File: src/rtl/snake_step_ctrl_pkg.sv
// snake_step_ctrl_pkg: shared direction codes, FSM states and default geometry for the snake step sequencer.
//   Provides dir_e (00 up, 01 right, 10 down, 11 left), state_e, *_DEF geometry defaults
//   and opposite(), which returns the reverse heading.
package snake_step_ctrl_pkg;

   localparam int XW_DEF      = 6;
   localparam int YW_DEF      = 5;
   localparam int GRID_W_DEF  = 40;
   localparam int GRID_H_DEF  = 30;
   localparam int MAX_LEN_DEF = 64;
   localparam int LW_DEF      = 7;
   localparam int START_X_DEF = 20;
   localparam int START_Y_DEF = 15;

   typedef enum logic [1:0] {
      DIR_UP    = 2'b00,
      DIR_RIGHT = 2'b01,
      DIR_DOWN  = 2'b10,
      DIR_LEFT  = 2'b11
   } dir_e;

   typedef enum logic [2:0] {
      ST_IDLE,
      ST_CALC,
      ST_COMMIT,
      ST_OVER,
      ST_CLEAR
   } state_e;

   // Reverse heading: the vertical pair and the horizontal pair differ only in bit 1.
   function automatic dir_e opposite(input dir_e d);
      return dir_e'(d ^ 2'b10);
   endfunction

endpackage

File: src/rtl/snake_step_ctrl_next_cell.sv
// snake_step_ctrl_next_cell: combinational next head cell and wall detection.
//   head_x_i/head_y_i : current head cell
//   heading_i         : direction of travel
//   next_x_o/next_y_o : candidate cell (meaningful only when wall_o=0)
//   wall_o            : the move would leave the grid
module snake_step_ctrl_next_cell
   import snake_step_ctrl_pkg::*;
#(
   parameter int XW     = XW_DEF,
   parameter int YW     = YW_DEF,
   parameter int GRID_W = GRID_W_DEF,
   parameter int GRID_H = GRID_H_DEF
) (
   input  logic [XW-1:0] head_x_i,
   input  logic [YW-1:0] head_y_i,
   input  dir_e          heading_i,
   output logic [XW-1:0] next_x_o,
   output logic [YW-1:0] next_y_o,
   output logic          wall_o
);

   localparam logic [XW:0] ONE_X = 1;
   localparam logic [YW:0] ONE_Y = 1;

   logic [XW:0] wide_x;
   logic [YW:0] wide_y;

   // One extra bit makes 0-1 wrap to a huge value, so a single upper-bound
   // compare catches both the low and the high wall on each axis.
   always_comb begin
      wide_x   = heading_i == DIR_RIGHT ? {1'b0, head_x_i} + ONE_X :
                 heading_i == DIR_LEFT  ? {1'b0, head_x_i} - ONE_X : {1'b0, head_x_i};
      wide_y   = heading_i == DIR_DOWN  ? {1'b0, head_y_i} + ONE_Y :
                 heading_i == DIR_UP    ? {1'b0, head_y_i} - ONE_Y : {1'b0, head_y_i};
      wall_o   = (wide_x >= (XW+1)'(GRID_W)) || (wide_y >= (YW+1)'(GRID_H));
      next_x_o = wide_x[XW-1:0];
      next_y_o = wide_y[YW-1:0];
   end

endmodule

File: src/rtl/snake_step_ctrl.sv
// snake_step_ctrl: per-step game sequencer driving the occupancy map and body FIFO.
//   Inputs : clk, reset_n (async, active-low), step_req, dir, restart, apple_xy,
//            self_hit_now (valid while map_tick), body_count
//   Outputs: head_xy, next_x/next_y, map_tick/map_eat/map_will_pop, tail_valid,
//            body_push/body_pop, body_din, sub_clear, apple_eaten, game_over, busy
module snake_step_ctrl
   import snake_step_ctrl_pkg::*;
#(
   parameter int XW      = XW_DEF,
   parameter int YW      = YW_DEF,
   parameter int GRID_W  = GRID_W_DEF,
   parameter int GRID_H  = GRID_H_DEF,
   parameter int MAX_LEN = MAX_LEN_DEF,
   parameter int LW      = LW_DEF,
   parameter int START_X = START_X_DEF,
   parameter int START_Y = START_Y_DEF
) (
   input  logic            clk,
   input  logic            reset_n,
   input  logic            step_req,
   input  logic [1:0]      dir,
   input  logic            restart,
   input  logic [XW+YW-1:0] apple_xy,
   input  logic            self_hit_now,
   input  logic [LW-1:0]   body_count,
   output logic [XW+YW-1:0] head_xy,
   output logic [XW-1:0]   next_x,
   output logic [YW-1:0]   next_y,
   output logic            map_tick,
   output logic            map_eat,
   output logic            map_will_pop,
   output logic            tail_valid,
   output logic            body_push,
   output logic            body_pop,
   output logic [XW+YW-1:0] body_din,
   output logic            sub_clear,
   output logic            apple_eaten,
   output logic            game_over,
   output logic            busy
);

   state_e        state_q;
   dir_e          heading_q, heading_d;
   logic [XW-1:0] head_x_q, next_x_q, cand_x;
   logic [YW-1:0] head_y_q, next_y_q, cand_y;
   logic [LW-1:0] len_q;
   logic          wall, eat_d, grow_d;
   logic          eat_q, map_tick_q, map_eat_q, map_will_pop_q, body_push_q;
   logic          apple_eaten_q, game_over_q, sub_clear_q;

   snake_step_ctrl_next_cell #(
      .XW     (XW),
      .YW     (YW),
      .GRID_W (GRID_W),
      .GRID_H (GRID_H)
   ) u_next_cell (
      .head_x_i  (head_x_q),
      .head_y_i  (head_y_q),
      .heading_i (heading_q),
      .next_x_o  (cand_x),
      .next_y_o  (cand_y),
      .wall_o    (wall)
   );

   // A reversal request would fold the snake onto itself, so it keeps the heading.
   // Growth is refused once the body is full; the eat then degrades to a plain move.
   always_comb begin
      heading_d = dir_e'(dir) == opposite(heading_q) ? heading_q : dir_e'(dir);
      eat_d     = {cand_x, cand_y} == apple_xy;
      grow_d    = eat_d && (len_q < LW'(MAX_LEN));
   end

   always_ff @(posedge clk or negedge reset_n) begin
      if (!reset_n) begin
         state_q        <= ST_IDLE;
         heading_q      <= DIR_RIGHT;
         head_x_q       <= XW'(START_X);
         head_y_q       <= YW'(START_Y);
         next_x_q       <= XW'(START_X);
         next_y_q       <= YW'(START_Y);
         len_q          <= '0;
         eat_q          <= 1'b0;
         map_tick_q     <= 1'b0;
         map_eat_q      <= 1'b0;
         map_will_pop_q <= 1'b0;
         body_push_q    <= 1'b0;
         apple_eaten_q  <= 1'b0;
         game_over_q    <= 1'b0;
         sub_clear_q    <= 1'b0;
      end else begin
         map_tick_q     <= 1'b0;
         map_eat_q      <= 1'b0;
         map_will_pop_q <= 1'b0;
         body_push_q    <= 1'b0;
         apple_eaten_q  <= 1'b0;
         sub_clear_q    <= 1'b0;
         if (restart) begin
            state_q     <= ST_CLEAR;
            sub_clear_q <= 1'b1;
         end else begin
            case (state_q)
               ST_IDLE: begin
                  if (step_req) begin
                     heading_q <= heading_d;
                     state_q   <= ST_CALC;
                  end
               end
               ST_CALC: begin
                  if (wall) begin
                     game_over_q <= 1'b1;
                     state_q     <= ST_OVER;
                  end else begin
                     next_x_q       <= cand_x;
                     next_y_q       <= cand_y;
                     eat_q          <= eat_d;
                     map_tick_q     <= 1'b1;
                     body_push_q    <= 1'b1;
                     map_eat_q      <= grow_d;
                     map_will_pop_q <= !grow_d;
                     state_q        <= ST_COMMIT;
                  end
               end
               ST_COMMIT: begin
                  head_x_q      <= next_x_q;
                  head_y_q      <= next_y_q;
                  len_q         <= len_q + LW'(map_eat_q);
                  apple_eaten_q <= eat_q;
                  game_over_q   <= self_hit_now;
                  state_q       <= self_hit_now ? ST_OVER : ST_IDLE;
               end
               ST_CLEAR: begin
                  heading_q   <= DIR_RIGHT;
                  head_x_q    <= XW'(START_X);
                  head_y_q    <= YW'(START_Y);
                  next_x_q    <= XW'(START_X);
                  next_y_q    <= YW'(START_Y);
                  len_q       <= '0;
                  eat_q       <= 1'b0;
                  game_over_q <= 1'b0;
                  state_q     <= ST_IDLE;
               end
               default: state_q <= state_q;
            endcase
         end
      end
   end

   assign head_xy      = {head_x_q, head_y_q};
   assign body_din     = {head_x_q, head_y_q};
   assign next_x       = next_x_q;
   assign next_y       = next_y_q;
   assign map_tick     = map_tick_q;
   assign map_eat      = map_eat_q;
   assign map_will_pop = map_will_pop_q;
   assign body_push    = body_push_q;
   assign tail_valid   = body_count != '0;
   assign body_pop     = map_will_pop_q && tail_valid;
   assign sub_clear    = sub_clear_q;
   assign apple_eaten  = apple_eaten_q;
   assign game_over    = game_over_q;
   assign busy         = !(state_q == ST_IDLE || state_q == ST_OVER);

endmodule

File: config.mk
export PLATFORM = sky130hd
export DESIGN_NAME = snake_step_ctrl
export DESIGN_NICKNAME = d
export VERILOG_FILES = /design/src/rtl/snake_step_ctrl_pkg.sv /design/src/rtl/snake_step_ctrl_next_cell.sv /design/src/rtl/snake_step_ctrl.sv
export SDC_FILE = /design/constraint.sdc
export NUM_CORES = 1
export LEC_CHECK = 0
export CAP_MARGIN = 20
export CORE_ASPECT_RATIO = 1.5
export CORE_MARGIN = 10
export CORE_UTILIZATION = 54
export DETAILED_ROUTE_END_ITERATION = 16
export HOLD_SLACK_MARGIN = 0.06
export PLACE_DENSITY = 0.86
export SETUP_SLACK_MARGIN = 0.5
export SLEW_MARGIN = 10
export SYNTH_ARGS = -nofsm -noshare
export SYNTH_HDL_FRONTEND = slang
export SYNTH_SLANG_ARGS = --single-unit
File: constraint.sdc
create_clock -name clk -period 7.8 [get_ports clk]
set_input_delay 1.56 -clock clk [delete_from_list [all_inputs] [get_ports clk]]
set_output_delay 1.56 -clock clk [all_outputs]
set_load 0.05 [all_outputs]
==> metrics.md, run 1 <==
| Metric | Value |
|---|---|
| Outcome | `finished, final reports clean` |
| Tmin final | `4.74 ns` |
| Type of destination of the critical path | `output pin` |
| First-pass GRT wire length | `12400 um` |
| Initial DRC Count | `152` |
| EDFF count, synth | `0` |
| Vias per inst | `5.91` |
| Crit path launch type | `primary input` |
| GR Util met3 | `3.93%` |
| Postcts setup bufs | `0` |
| Post-Syn Nets | `326` |
| Worst VDD drop | `0.000187 V` |
| Wire length per cell | `18.6 um` |
| Synthesized area | `2740 um^2` |
| Final antenna-violating net count | `0` |
| CP Class | `primary input to output pin` |
| Final hold violations | `0` |
| Chip Height | `107 um` |
| PostCTS Resize Cnt | `0` |
| Met1 GRT Util | `18.8%` |
| Largest net degree at the start of global routing | `42` |
| Drt drc | `0` |
| Initial Util | `56.1%` |
| Yosys warnings | `0` |
| Setup violators final | `0` |
| Layout overhead on the synthesized area | `25.6%` |
| Layout Cells excl Fill | `408` |
| #FFs+latches synth | `41` |
| Final instance area | `3440 um^2` |
| Mapped Avg Cell Area | `9.29 um^2` |
| DP Wirelength | `5730 um` |
| Fmax achieved | `211 MHz` |
| GRT Resource Usage Total | `18.3%` |
| Fin. max-slew vios | `0` |
| Max-cap viol count | `0` |
| Utilization after layout | `70.4%` |
| RSZ-0062 raised after global routing | `no` |
| Clk slew on worst S/H paths | `0.07 ns` |
| I/O pin total | `68` |
| Fill count | `413` |
| Layout Nets | `372` |
| Syn Inst Count | `295` |
| CP Data Required Time | `6.24 ns` |
| Slew margin rel. | `41.4%` |
| Hold Worst Slack | `0.491 ns` |
| CTS root buf | `clkbuf_8` |
| Post-CTS Hold Fix Bufs | `0` |
| H-tree Lvls | `2` |
| Worst Hold Class | `flop to flop` |
| IO buf count | `67` |
| Wirelength, routed | `7590 um` |
| # diodes | `0` |
| Clock skew | `0.00806 ns` |
| Dpl ws | `3.05 ns` |
| Gpl congestion | `0.882` |
| Placement Cell Area | `3330 um^2` |
| Reg2reg setup slack | `4.69 ns` |
| Final worst-path cycle share | `60.8%` |
| TNS Setup | `0 ns` |
| Total number of vias | `2410` |
| Max clock buf depth | `2` |
| Num Clock Sinks | `41` |
| Synth async-reset ratio | `100%` |
| CTS tree | `yes` |
| Critical path peak fanout | `2` |
| Die area | `8380 um^2` |
| Cell count after placement | `400` |
| Leakage | `1.38 nW` |
| Row cnt | `31` |
| Core Area | `4890 um^2` |
| Initial antenna violation count | `0` |
| Ys flop type | `dfrtp_1` |
| Slew @ Worst Pin | `0.879 ns` |
| Gr busiest metal | `met2` |
| Final WS setup | `3.06 ns` |
| Total CTS buffers | `5` |
| Sequential element share of the synthesized area | `38.0%` |
| Worst EP arrival | `3.18 ns` |
| Share of cells above drive strength 1 | `11.1%` |
| Power after layout | `0.927 mW` |
| Die width | `78.2 um` |
| Power per cell area | `269 nW/um^2` |
| Worst skew pair latency | `0.30 ns` |
| Vias in the first global route | `2461` |
| Detailed Routing Iterations Pass 1 | `4` |
| Unique cell type count in the Yosys netlist | `63` |
| Gr ovfl total | `0` |
| GR Layer Usage met2 | `34.2%` |
## state kept, by name, summed over array words and instances, names as in the netlist
register / count
apple_eaten: 1
body_push: 1
eat_q: 1
game_over: 1
head_x_q: 6
head_y_q: 5
heading_q: 2
len_q: 7
map_eat: 1
map_will_pop: 1
next_x: 6
next_y: 5
state_q: 3
sub_clear: 1
## cells in the final DEF, fill, tap and decap left out, drive strengths merged, types with 4 or more instances in the layout
master | synthesis | routed
a21oi | 10 | 10
a2bb2oi | 5 | 5
clkbuf | 12 | 7
clkdlybuf4s50 | 0 | 66
dfrtp | 28 | 28
dfstp | 13 | 13
ha | 6 | 6
inv | 13 | 13
mux2i | 5 | 5
nand2 | 30 | 30
nand3 | 9 | 9
nand4 | 4 | 4
nor2 | 15 | 15
nor2b | 4 | 4
nor3 | 6 | 6
nor4 | 4 | 4
o21ai | 25 | 25
or3 | 6 | 6
xnor2 | 17 | 17
xor2 | 14 | 14
## cells in the mapped netlist (2+ instances only)
library cell / count / share of area [%]
mux2_2: 2 / 0.82
clkbuf_1: 11 / 1.5
xor2_1: 14 / 4.5
mux2i_1: 5 / 1.8
nor2_1: 14 / 1.9
o2bb2ai_1: 2 / 0.64
or4_4: 2 / 0.82
a21o_1: 2 / 0.55
a221oi_1: 3 / 0.96
or3_1: 6 / 1.4
a21oi_1: 8 / 1.5
nand2_1: 30 / 4.1
xnor2_1: 17 / 5.4
nand2b_1: 3 / 0.69
dfstp_2: 13 / 12
o21ai_0: 24 / 4.4
buf_4: 13 / 3.6
o21a_1: 3 / 0.82
nor4_1: 3 / 0.69
o211ai_1: 2 / 0.55
buf_2: 3 / 0.55
dfrtp_1: 28 / 26
o22ai_1: 2 / 0.46
inv_1: 13 / 1.8
nor3_1: 6 / 1.1
a2bb2oi_1: 5 / 1.6
nor2b_1: 4 / 0.91
ha_1: 6 / 2.7
or2_2: 2 / 0.46
nand4_1: 4 / 0.91
and2_1: 2 / 0.46
and4b_1: 3 / 1.1
a21oi_2: 2 / 0.64
nand3_1: 9 / 1.6
## where the power goes
part / switching [mW] / leakage, nW / internal, mW
combinational: 0.265 / 0.798 / 0.159
clock: 0.0740 / 0.0585 / 0.104
sequential: 0.0703 / 0.519 / 0.254
## worst max-delay path: stages
cell,delay (ns)
clkdlybuf4s50_1,0.40
nor4_1,0.26
nand2_1,0.10
and2_1,0.16
clkdlybuf4s50_1,0.70
## worst paths after layout
path,from,to,depth (start not counted)
setup / recovery,body_count[2],body_pop,5
hold / removal,len_q[0]$_DFFE_PN0P_,len_q[0]$_DFFE_PN0P_,2
setup reg to reg,head_x_q[0]$_DFFE_PN0P_,map_eat$_DFF_PN0_,8
hold reg to reg,len_q[0]$_DFFE_PN0P_,len_q[0]$_DFFE_PN0P_,2
max in group asynchronous,reset_n,head_x_q[5]$_DFFE_PN0P_,1
min in group asynchronous,reset_n,sub_clear$_DFF_PN0_,1
## layout make-up
cell class	instances	area (um^2)	share of cell area [%]
Clock buffer	7	86.3	2.51
Clock inverter	1	30.0	0.872
Inverter	13	48.8	1.42
Multi-Input combinational cell	212	1480	43.0
Sequential cell	41	1040	30.3
Tap cell	66	82.6	2.40
Timing Repair Buffer	68	673	19.6
## per-layer routing
layer  wire length [um]  vias to the layer above
met2               4260                       63
li1                   -                     1136
met3                354                       19
met5                  0                        -
met1               2780                     1192
met4                196                        0
## logic make-up (layout without fill, tap and decap cells)
family          Yosys count  count (layout)  share of synthesized area [%]
flops                    41              41                           38.0
compound gates           70              70                           18.6
fa+ha+maj                 6               6                           2.74
buf+inv                  42              89                           7.99
xor+xnor                 31              31                           9.91
simple gates             98              98                           20.0
mux                       7               7                           2.65
No activity file was read; power rests on OpenSTA's default activity.
==> run 2: changes to the inputs <==
--- a/config.mk
+++ b/config.mk
@@ -8,10 +8,10 @@
 export CAP_MARGIN = 20
 export CORE_ASPECT_RATIO = 1.5
 export CORE_MARGIN = 10
-export CORE_UTILIZATION = 54
+export CORE_UTILIZATION = 50
 export DETAILED_ROUTE_END_ITERATION = 16
 export HOLD_SLACK_MARGIN = 0.06
-export PLACE_DENSITY = 0.86
+export PLACE_DENSITY = 0.81
 export SETUP_SLACK_MARGIN = 0.5
 export SLEW_MARGIN = 10
 export SYNTH_ARGS = -nofsm -noshare
==> constraint.sdc (replaced) <==
create_clock -name clk -period 4.4 [get_ports clk]
set_input_delay 0.88 -clock clk [delete_from_list [all_inputs] [get_ports clk]]
set_output_delay 0.88 -clock clk [all_outputs]
set_load 0.05 [all_outputs]
==> metrics.md, run 2 (same netlist as run 1, synthesis figures left out) <==
| Metric | Value |
|---|---|
| Clk slew on worst S/H paths | `0.08 ns (about the same)` |
| DRT met1 WL | `2770 um (-0.40%)` |
| Commonest non-fill, non-tap cell in the layout | `clkdlybuf4s50_1` |
| Reg-to-Reg End | `next_y[4]$_DFFE_PN0P_` |
| Multi-input gate area | `1480 um^2 (unchanged)` |
| Core Area | `5410 um^2 (+11%)` |
| CTS root buf | `clkbuf_8` |
| Final worst-path cycle share | `76.6%` |
| PostCTS Resize Cnt | `0 (unchanged)` |
| CTS tree | `yes` |
| Num Clock Sinks | `41 (unchanged)` |
| Highest metal used | `met4` |
| Die width | `80.4 um (+2.9%)` |
| Met3 wire len | `379 um (+7.1%)` |
| R2R depth | `9 (+1)` |
| Slew @ Worst Pin | `0.908 ns (+0.0288 ns)` |
| Worst skew pair latency | `0.29 ns (about the same)` |
| RSZ-0062 raised after global routing | `no` |
| Row cnt | `33 (+6.5%)` |
| Vias in the first global route | `2448 (-0.53%)` |
| Layout overhead on the synthesized area | `26.1%` |
| # diodes | `0 (unchanged)` |
| IO buf count | `67 (unchanged)` |
| Reg2Reg Launch Point | `head_x_q[0]$_DFFE_PN0P_` |
| Critical path peak fanout | `2 (unchanged)` |
| Clock skew | `0.00872 ns (+0.000659 ns)` |
| Power per cell area | `473 nW/um^2 (+76%)` |
| Worst Hold Class | `flop to flop` |
| Initial antenna violation count | `0 (unchanged)` |
| Gpl congestion | `0.912 (+3.4%)` |
| Reg2reg setup slack | `1.40 ns (-3.29 ns)` |
| Max clock buf depth | `2 (unchanged)` |
| Wire length per cell | `17.6 um (-5.2%)` |
| Layout Nets | `373 (+0.27%)` |
| Die area | `8900 um^2 (+6.2%)` |
| Max reg flops | `7 (unchanged)` |
| Total number of vias | `2352 (-2.4%)` |
| Fill count | `470 (+14%)` |
| Crit path to | `body_pop` |
| Outcome | `finished, final reports clean` |
| Critical Path Source | `body_count[2]` |
| CP Class | `primary input to output pin` |
| Initial Util | `50.7% (-5.4 points)` |
| Detailed Routing Iterations Pass 1 | `6 (+2)` |
| WHS Path Cells | `2 (unchanged)` |
| DP Wirelength | `5460 um (-4.6%)` |
| Commonest cells after routing, fill and taps aside | `clkdlybuf4s50_1 (66), nand2_1 (30), dfrtp_1 (28)` |
| GRT Resource Usage Total | `16.8% (-1.5 points)` |
| I/O pin total | `68 (unchanged)` |
| TNS Setup | `0 ns (unchanged)` |
| Type of destination of the critical path | `output pin` |
| Slew margin rel. | `39.5% (-1.9 points)` |
| Largest net degree at the start of global routing | `42 (unchanged)` |
| Placement Cell Area | `3340 um^2 (+0.38%)` |
| Final instance area | `3450 um^2 (+0.36%)` |
| Worst EP arrival | `2.49 ns (-0.69 ns)` |
| Worst VDD drop | `0.000460 V (+150%)` |
| Drt drc | `0 (unchanged)` |
| Most flops, register | `len_q` |
| Max-cap viol count | `0 (unchanged)` |
| Total CTS buffers | `5 (unchanged)` |
| Initial DRC Count | `133 (-13%)` |
| Final hold violations | `0 (unchanged)` |
| Fmax achieved | `297 MHz` |
| First-pass GRT wire length | `12100 um (-2.3%)` |
| Post-CTS Hold Fix Bufs | `0 (unchanged)` |
| Gr ovfl total | `0 (unchanged)` |
| Met2 WL | `4010 um (-6.0%)` |
| H-tree Lvls | `2 (unchanged)` |
| Setup violators final | `0 (unchanged)` |
| Chip Height | `111 um (+3.2%)` |
| Wirelength, routed | `7290 um (-4.0%)` |
| Tmin final | `3.37 ns` |
| Fin. max-slew vios | `0 (unchanged)` |
| Vias per inst | `5.69 (-3.6%)` |
| Postcts setup bufs | `0 (unchanged)` |
| Leakage | `1.38 nW (+0.35%)` |
| Crit path launch type | `primary input` |
| Final antenna-violating net count | `0 (unchanged)` |
| Sequential cell area | `1040 um^2 (unchanged)` |
| Share of cells above drive strength 1 | `11.4% (+0.26 points)` |
| CP Data Required Time | `3.52 ns (-2.72 ns)` |
[run 2: area by class of cell]
type	count	area share [%]
Clock buffer	7	2.50
Tap cell	70	2.54
Sequential cell	41	30.2
Inverter	13	1.41
Timing Repair Buffer	69	19.7
Clock inverter	1	0.869
Multi-Input combinational cell	212	42.8
[run 2: report_power, final]
part | internal (mW) | total [mW] | switching (mW)
registers | 0.451 | 0.575 | 0.124
logic | 0.282 | 0.749 | 0.467
clock network | 0.185 | 0.312 | 0.127
[run 2: layer usage]
metal / vias to the layer above / GRT usage, %
met5: - / 0
met4: 0 / 6.25
li1: 1137 / -
met3: 9 / 3.57
met2: 63 / 29.9
met1: 1143 / 18.3
[run 2: how the worst min path moves through the flow]
stage,start,slack (ns),end
4_1_cts,len_q[0]$_DFFE_PN0P_,0.48,len_q[0]$_DFFE_PN0P_
6_report,len_q[0]$_DFFE_PN0P_,0.48,len_q[0]$_DFFE_PN0P_
2_1_floorplan,len_q[6]$_DFFE_PN0P_,0.44,map_eat$_DFF_PN0_
5_1_grt,len_q[0]$_DFFE_PN0P_,0.52,len_q[0]$_DFFE_PN0P_
3_3_place_gp,len_q[0]$_DFFE_PN0P_,0.46,len_q[0]$_DFFE_PN0P_
3_5_place_dp,len_q[0]$_DFFE_PN0P_,0.46,len_q[0]$_DFFE_PN0P_
[run 2: through the flow]
step	util, %	setup WS, ns	hold WS, ns	cells	total power, mW
4_1_cts	63.9	1.01	0.483	413	1.64
3_5_place_dp	61.7	1.01	0.464	405	1.33
2_1_floorplan	-	1.58	0.443	295	1.12
3_3_place_gp	61.7	1.02	0.455	405	1.32
5_1_grt	63.9	0.838	0.521	413	1.73
6_report	63.9	1.03	0.480	413	1.64
[run 2: critical path, cell delays in order]
cell and delay [ns]:
clkdlybuf4s50_1 0.40, nor4_1 0.26, nand2_1 0.10, and2_1 0.16, clkdlybuf4s50_1 0.70
==> run 3: changes to the inputs <==
==> constraint.sdc (replaced) <==
create_clock -name clk -period 3.2 [get_ports clk]
set_input_delay 0.64 -clock clk [delete_from_list [all_inputs] [get_ports clk]]
set_output_delay 0.64 -clock clk [all_outputs]
set_load 0.05 [all_outputs]
==> metrics.md, run 3 (same netlist as run 1, synthesis figures left out) <==
| Metric | Value |
|---|---|
| Commonest cells after routing, fill and taps aside | `clkdlybuf4s50_1 (63), nand2_1 (30), dfrtp_1 (25)` |
| Detailed Routing Iterations Pass 1 | `5 (-1)` |
| WP buf/inv | `2 (unchanged)` |
| Fill count | `437 (-7.0%)` |
| R2R depth | `8 (-1)` |
| RSZ-0062 raised after global routing | `yes` |
| Final worst-path cycle share | `82.0%` |
| Worst skew pair latency | `0.30 ns (about the same)` |
| Worst Hold Class | `primary input to asynchronous set/reset pin` |
| Final WS setup | `0.576 ns (-0.453 ns)` |
| # diodes | `0 (unchanged)` |
| Most flops, register | `len_q` |
| Max clock buf depth | `2 (unchanged)` |
| Die width | `80.4 um (unchanged)` |
| Outcome | `finished, final reports clean` |
| Fmax achieved | `381 MHz` |
| Worst EP arrival | `2.85 ns (+0.36 ns)` |
| Crit path cell chain | `buf_4, or4_4, a21oi_2, xnor2_1, o41ai_4, buf_4, or4_4, o21ai_2` |
| Initial antenna violation count | `0 (unchanged)` |
| Worst VDD drop | `0.000439 V (-4.6%)` |
| Layout Nets | `383 (+2.7%)` |
| Reg2Reg Launch Point | `heading_q[1]$_DFFE_PN0P_` |
| Final antenna-violating net count | `0 (unchanged)` |
| Tmin final | `2.62 ns` |
| Drt drc | `0 (unchanged)` |
| Wirelength, routed | `7590 um (+4.1%)` |
| Power per cell area | `664 nW/um^2 (+40%)` |
| Die area | `8900 um^2 (unchanged)` |
| Final instance area | `3580 um^2 (+3.6%)` |
| Crit path launch type | `flop` |
| Largest net degree at the start of global routing | `42 (unchanged)` |
| CP Data Required Time | `3.43 ns (-0.09 ns)` |
| Max reg flops | `7 (unchanged)` |
| Slew margin rel. | `39.2% (-0.32 points)` |
| Clk slew on worst S/H paths | `0.08 ns (about the same)` |
| I/O pin total | `68 (unchanged)` |
| Total CTS buffers | `5 (unchanged)` |
| Setup violators final | `0 (unchanged)` |
| Slew @ Worst Pin | `0.913 ns (+0.00475 ns)` |
| Clock skew | `0.00823 ns (-0.000489 ns)` |
| First-pass GRT wire length | `12600 um (+3.5%)` |
| Layout overhead on the synthesized area | `30.6%` |
| Hold Worst Slack | `0.470 ns (-0.0100 ns)` |
| Gr ovfl total | `0 (unchanged)` |
| IO buf count | `67 (unchanged)` |
| Core Area | `5410 um^2 (unchanged)` |
| Reg-to-Reg End | `next_x[1]$_DFFE_PN0P_` |
| Type of destination of the critical path | `flop` |
| Chip Height | `111 um (unchanged)` |
| Final hold violations | `0 (unchanged)` |
| Row cnt | `33 (unchanged)` |
| Power after layout | `2.37 mW (+45%)` |
| Leakage | `1.44 nW (+4.4%)` |
| DP Wirelength | `5570 um (+2.1%)` |
| Share of cells above drive strength 1 | `16.1% (+4.8 points)` |
| CP max stage cell | `or4_4` |
| Wire length per cell | `17.9 um (+1.6%)` |
| Initial DRC Count | `191 (+44%)` |
| CP Class | `flop to flop` |
| GRT Resource Usage Total | `17.5% (+0.74 points)` |
| Total number of vias | `2427 (+3.2%)` |
| CTS tree | `yes` |
| Gpl congestion | `0.860 (-5.7%)` |
| Vias in the first global route | `2478 (+1.2%)` |
| Num Clock Sinks | `41 (unchanged)` |
| TNS Setup | `0 ns (unchanged)` |
| Reg2reg setup slack | `0.58 ns (-0.82 ns)` |
| Max-cap viol count | `0 (unchanged)` |
| Critical path peak fanout | `11 (+9)` |
| CTS root buf | `clkbuf_8` |
| H-tree Lvls | `2 (unchanged)` |
| Vias per inst | `5.74 (+0.75%)` |
| Initial Util | `50.7% (unchanged)` |
| Critical path's top delay family | `simple AND/OR/NAND/NOR gates` |
| Dpl ws | `0.243 ns (-0.767 ns)` |
| Commonest non-fill, non-tap cell in the layout | `clkdlybuf4s50_1` |
| Placement Cell Area | `3360 um^2 (+0.52%)` |
| Fin. max-slew vios | `0 (unchanged)` |
| Max stage delay on crit path | `0.56 ns (-0.14 ns)` |
run 3: changes by cell type in the layout (fill, tap and decap cells not counted), moves of 3 or more:
cell and change:
buf_4 +9, clkdlybuf4s50_1 -3, dfrtp_1 -3, dfrtp_2 +3
run 3: metrics by stage:
stage | utilization [%] | std cells
after detailed placement | 62.0 | 407
after CTS | 65.9 | 423
after global routing | 66.2 | 423
final | 66.2 | 423
after global placement | 62.0 | 407
after floorplan | - | 295
run 3: worst max path at each step:
stage,start,end,slack (ns),cells past startpoint
2_1_floorplan,head_x_q[2]$_DFFE_PN1P_,next_x[1]$_DFFE_PN0P_,0.54,8
3_3_place_gp,body_count[2],body_pop,0.30,5
3_5_place_dp,body_count[2],body_pop,0.24,5
4_1_cts,head_y_q[0]$_DFFE_PN1P_,next_x[1]$_DFFE_PN0P_,0.52,10
5_1_grt,head_x_q[1]$_DFFE_PN0P_,next_x[1]$_DFFE_PN0P_,0.46,10
6_report,heading_q[1]$_DFFE_PN0P_,next_x[1]$_DFFE_PN0P_,0.58,8
run 3: repair_timing:
item                       CTS  global route
hold endpoints to repair     0             0
resized for setup            5             7
setup endpoints to repair   14             9
setup buffers                7             0
pin swaps                    2             1
hold buffers                 0             0
cloned                       1             0
run 3: layer usage:
layer | track usage [%] | up-vias | wire (um)
met5 | 0 | - | 0
li1 | - | 1155 | -
met4 | 5.54 | 0 | 97
met3 | 3.81 | 7 | 407
met2 | 31.5 | 59 | 4290
met1 | 19.2 | 1206 | 2790
run 3: layout make-up:
class	instances	area, um^2	area share (%)
multi-input combinational	213	1510	42.3
tap	70	87.6	2.45
clock buffer	5	68.8	1.92
timing repair buffer	78	744	20.8
sequential	41	1050	29.3
clock inverter	3	65.1	1.82
inverter	13	48.8	1.36
run 3: where the power goes:
group          internal, mW  switching, mW
registers             0.624          0.146
logic                 0.423          0.688
clock network         0.310          0.184
